==> src/rtl/demux_n_route.sv <==
// Registered 1-to-NUM_CH demultiplexer with per-destination backpressure and a one-word hold stage.
// Optional per-channel push and stall counters are built when DEMUX_N_ROUTE_STATS_EN is defined.
module demux_n_route #(
   parameter int unsigned DATA_SIZE = 6,
   parameter int unsigned NUM_CH    = 4,
   parameter int unsigned SEL_LSB   = 4,
   parameter int unsigned SEL_W     = 2
) (
   input  logic                          clk,
   input  logic                          reset,
   input  logic                          valid_in,
   input  logic [DATA_SIZE-1:0]          data_in,
   output logic                          ready_out,
   input  logic [NUM_CH-1:0]             full_in,
   output logic [NUM_CH-1:0]             push,
   output logic [NUM_CH*DATA_SIZE-1:0]   data_out,
   output logic                          sel_err
`ifdef DEMUX_N_ROUTE_STATS_EN
   ,
   output logic [NUM_CH*8-1:0]           cnt_push,
   output logic [7:0]                    cnt_stall
`endif
);

   localparam int unsigned NSEL   = 1 << SEL_W;
   localparam int unsigned SELX_W = SEL_W + 1;

   typedef enum logic {RUN, STALL} state_t;

   state_t                      state, state_nx;
   logic [SEL_W-1:0]            sel, tgt, hold_sel, hold_sel_nx;
   logic [DATA_SIZE-1:0]        hold, hold_nx, word;
   logic [NSEL-1:0]             full_pad;
   logic                        sel_ok, go, sel_err_nx;
   logic [NUM_CH-1:0]           push_nx;
   logic [NUM_CH*DATA_SIZE-1:0] data_nx;

   assign sel       = data_in[SEL_LSB +: SEL_W];
   assign sel_ok    = {1'b0, sel} < SELX_W'(NUM_CH);
   assign full_pad  = NSEL'(full_in);
   assign ready_out = (state == RUN);

   // Next-state: route, capture into hold on a full destination, or drain the hold.
   always_comb begin
      state_nx    = state;
      hold_nx     = hold;
      hold_sel_nx = hold_sel;
      sel_err_nx  = sel_err;
      go          = 1'b0;
      word        = data_in;
      tgt         = sel;
      unique case (state)
         RUN: begin
            if (valid_in) begin
               if (!sel_ok) begin
                  sel_err_nx = 1'b1;
               end else if (full_pad[sel]) begin
                  hold_nx     = data_in;
                  hold_sel_nx = sel;
                  state_nx    = STALL;
               end else begin
                  go = 1'b1;
               end
            end
         end
         STALL: begin
            word = hold;
            tgt  = hold_sel;
            if (!full_pad[hold_sel]) begin
               go       = 1'b1;
               state_nx = RUN;
            end
         end
      endcase
   end

   // One-hot push decode; every non-pushed slice is zeroed.
   always_comb begin
      push_nx = '0;
      data_nx = '0;
      for (int k = 0; k < NUM_CH; k++) begin
         if (go && (tgt == SEL_W'(k))) begin
            push_nx[k]                          = 1'b1;
            data_nx[k*DATA_SIZE +: DATA_SIZE]   = word;
         end
      end
   end

   always_ff @(posedge clk) begin
      if (reset) state <= RUN;
      else       state <= state_nx;
   end

   always_ff @(posedge clk) begin
      if (reset) begin
         push     <= '0;
         data_out <= '0;
         sel_err  <= 1'b0;
         hold     <= '0;
         hold_sel <= '0;
      end else begin
         push     <= push_nx;
         data_out <= data_nx;
         sel_err  <= sel_err_nx;
         hold     <= hold_nx;
         hold_sel <= hold_sel_nx;
      end
   end

`ifdef DEMUX_N_ROUTE_STATS_EN
   // Saturating event counters, updated on the edge that decides the event.
   always_ff @(posedge clk) begin
      if (reset) begin
         cnt_push  <= '0;
         cnt_stall <= '0;
      end else begin
         for (int k = 0; k < NUM_CH; k++) begin
            if (push_nx[k] && (cnt_push[k*8 +: 8] != 8'hFF))
               cnt_push[k*8 +: 8] <= cnt_push[k*8 +: 8] + 8'd1;
         end
         if ((state == STALL) && (cnt_stall != 8'hFF))
            cnt_stall <= cnt_stall + 8'd1;
      end
   end
`endif

endmodule

==> config.mk <==
export PLATFORM = sky130hd
export DESIGN_NAME = demux_n_route
export DESIGN_NICKNAME = d
export VERILOG_FILES = /design/src/rtl/demux_n_route.sv
export SDC_FILE = /design/constraint.sdc
export NUM_CORES = 1
export LEC_CHECK = 0
export ABC_AREA = 1
export CORE_ASPECT_RATIO = 1.25
export CORE_MARGIN = 4
export CORE_UTILIZATION = 30
export DETAILED_ROUTE_END_ITERATION = 10
export PLACE_DENSITY = 0.55
export REMOVE_ABC_BUFFERS = 1
export SLEW_MARGIN = 20
export SYNTH_ARGS = -nofsm -noshare
export SYNTH_HDL_FRONTEND = slang
export SYNTH_SLANG_ARGS = --single-unit
==> constraint.sdc <==
create_clock -name clk -period 1.5 [get_ports clk]
set_input_delay 0.3 -clock clk [delete_from_list [all_inputs] [get_ports clk]]
set_output_delay 0.3 -clock clk [all_outputs]
set_load 0.1 [all_outputs]
# == After elaboration in Yosys (flattened, before gate mapping) ==
# Cells that the tools add are included.
# word_totals
reg_bits,37
in_bits,13
output_inout_bits,30
word_cells,46
# classes
order_cmp,2
eq_ne,3
muxes,18
bitwise_logic,5
reduce_logical,10
# ops
op,n
two-way mux 1 bit,12
OR reduction 2 bit,4
"< comparator 2 x 3 -> 1 bit, second input constant",2
two-way mux 6 bit,1
inverter 1 bit,5
binary-select mux 1 bit (select 2 bit),2
"== test 2 bit, second input constant",2
logical AND 1 bit,4
case mux 1 bit (2 select lines),2
AND reduction 3 bit,1
"== test 2 x 1 -> 1 bit, second input constant",1
logical NOT 2 bit,1
two-way mux 2 bit,1

# == Longest topological paths before layout ==
# depth
word_depth,8
depth_mapped,8
depth_no_buf,8

# == Worst setup path after synthesis ==
# OpenSTA, ideal clock, no wires.
# synth_timing
path_type,register to output
from,reg state
to,out ready_out
t_arrival_ps,1139
required_time_ps,1200
slack_ps,61
stages_incl_launch_ff,3
path_buffers,1
path_cell_list,dfxtp_1 clkbuf_1 inv_1
# synth_between
elab_chain_len,1
# synth_rtl
element,line,source
start: declaration,30,"state_t state, state_nx;"
start signal: assignment,91,else state <= state_nx;
inverter 1 bit,-,
end: declaration,13,"output logic ready_out,"
# No other way between the ends.

# == Worst setup path after layout ==
# Ends and elaborated chain as after synthesis.

==> results.toml <==
[outcome]
status = "finished clean"

[setup_path]
required_ns = 1.20
cp_max_fo = 9
critical_path_class = "reg2out"
end_kind = "output pin"
arrival_ns = 1.10
cp-start-kind = "register"

[sta]
period_needed_ns = 1.40
setup_tns_ns = 0
fin_ws_ns = 0.0987
rsz0062_at_grt = "false"
finalHoldViolations = 0
period_share = 0.934
finalSetupViolCount = 0
timing.fmax_ghz = 0.714
slew_violations = 0
whs_ns = 0.469
skew_ns = 0.00361

[clocking]
numCtsBuffers = 5
clock_latency_ns = 0.27
post-cts-setup-buffers = 0
clk_pin_slew_ns = 0.06
clk_path_buf_depth = 2
cts_tree = "yes"
ctsRootBufferMaster = "clkbuf_8"
cts_sinks = 35
cts_htree_levels = 2

[drt]
ant_nets = 0
wire_per_inst_um = 11.0
vias = 996
drc = 0
first_pass_iters = 5
vias_per_cell = 4.31
dr.first_iter.drc_count = 32
wirelength_um = 2550

[pwr]
leakagePower_nw = 0.925
power_density_nw_per_um2 = 1020
p_int_mw = 1.46
p_sw_frac = 0.294
pwr-share-comb = 0.224
finalPower_mw = 2.07
pwr-share-seq = 0.479
p_sw_uw = 607
pwr-share-clk = 0.297
vdd_drop_max_mv = 0.417

[synth]
ys_warn_count = 0
synth_top_area_share = 0.620
ys_ff_latch = 35
synth_edf_count = 0
yosysUniqueCellTypes = 15
yosysMostFrequentCell = "dfxtp_1"
syn-cell-area_um2 = 1130
ys_top_cells_by_count = "35 x dfxtp_1, 25 x nand2_1, 21 x inv_1"
avgSynthCellArea_um2 = 8.49
ys.flop_type = "dfxtp_1"
yosysTopAreaCell = "dfxtp_1"
async_reset_ff_frac = 0
syn_inst = 133
synth.area.top_cells = "dfxtp_1 62%, nand2_1 8.3%, inv_1 7.0%"
yosysSeqAreaShare = 0.620

[finish]
area_delta_synth_final_pct = 80.2
num_antenna_cells = 0
nets = 204
fin_cells = 231
fin_util = 0.570
final_cell_area_um2 = 2040
drive_gt1_frac = 0.266

[placed_design]
dp_hpwl_um = 2150
dp_cells = 223
dp_slack_ns = -0.183
io_buffer_count = 41
place_area_um2 = 1950
gp_congestion = 0.892

[floorplanning]
start_util = 0.316
die_w_um = 62.9
dieArea_um2 = 4820
die_height_um = 76.6
core_area_um2 = 3570
ios = 43
rows = 24

[flow_run]
drv_cap = 0

[global_routing]
grt_antenna_before_repair = 0
grt_pass1_vias = 1051
grt_usage = 0.121
grt_pass1_wl_um = 4560
grt_max_degree = 11
grt_overflow = 0

[worst_hold_path]
hp-class = "reg2reg"
registers in the layout, indices dropped and copies added, names as in the netlist:
name	flops
data_out	24
hold	4
push	4
hold_sel	2
state	1
worst paths after layout:
path / from / endpoint / slack [ns] / depth (start not counted)
worst min-delay path: hold[0] / hold[0] / 0.47 / 2
worst min register to register: hold[0] / hold[0] / 0.47 / 2
worst max register to register: state / data_out[20] / 0.27 / 5
worst max-delay path: state / ready_out / 0.1 / 2
cell families (layout without fill, tap and decap cells):
group,Yosys count,count (layout),share of synthesized area
other cells,1,5,0.00332
compound gates,13,13,0.0576
simple gates,60,60,0.236
buf+inv,24,79,0.0831
flops,35,35,0.620
timing repair:
action / 4_1_cts / 5_1_grt
gates resized for setup: 0 / 2
hold buffers: 0 / 0
setup endpoints to repair: 0 / 8
per-layer routing:
layer | vias to the layer above | GRT usage | part of all wire
met5 | - | 0 | 0
met4 | 0 | 0.0706 | 0.021
met3 | 4 | 0.0472 | 0.065
met2 | 44 | 0.219 | 0.53
met1 | 433 | 0.114 | 0.38
li1 | 515 | - | -
power groups by stage:
stage	clock (mW)	sequential (mW)	combinational (mW)
final	0.615	0.991	0.463
after global routing	0.685	0.994	0.492
after CTS	0.646	0.991	0.462
after detailed placement	0	1.01	0.462
after global placement	0	1.01	0.455
after floorplan	0	1.15	0.114
area by class of cell:
cell class	instances	area [um2]
clock buffers	7	76.3
well taps	39	48.8
multi-input cells	78	358
flip-flops and latches	35	701
clock inverters	1	5.00
fillers	319	1540
inverters	21	78.8
repair buffers	50	768
worst max-delay path, stage by stage, from the launching register on:
cell     delay, ns
dfxtp_1       0.51
inv_1         0.13
buf_12        0.19
cell usage in the layout (no fill, tap or decap):
cell type | netlist | final
o21ai_0 | 4 | 4
inv_1 | 21 | 21
clkbuf_8 | 0 | 5
a21oi_1 | 7 | 7
nand2_1 | 25 | 24
conb_1 | 1 | 5
nor2_2 | 1 | 1
nand3_2 | 3 | 4
dfxtp_1 | 35 | 35
buf_4 | 1 | 9
clkbuf_1 | 2 | 2
nor2_1 | 17 | 17
nand2_2 | 1 | 2
and2_1 | 1 | 1
nand3_1 | 12 | 11
clkdlybuf4s50_1 | 0 | 12
o21ai_1 | 2 | 2
buf_12 | 0 | 29
clkinv_2 | 0 | 1
Power figures use the tool's default switching activity.
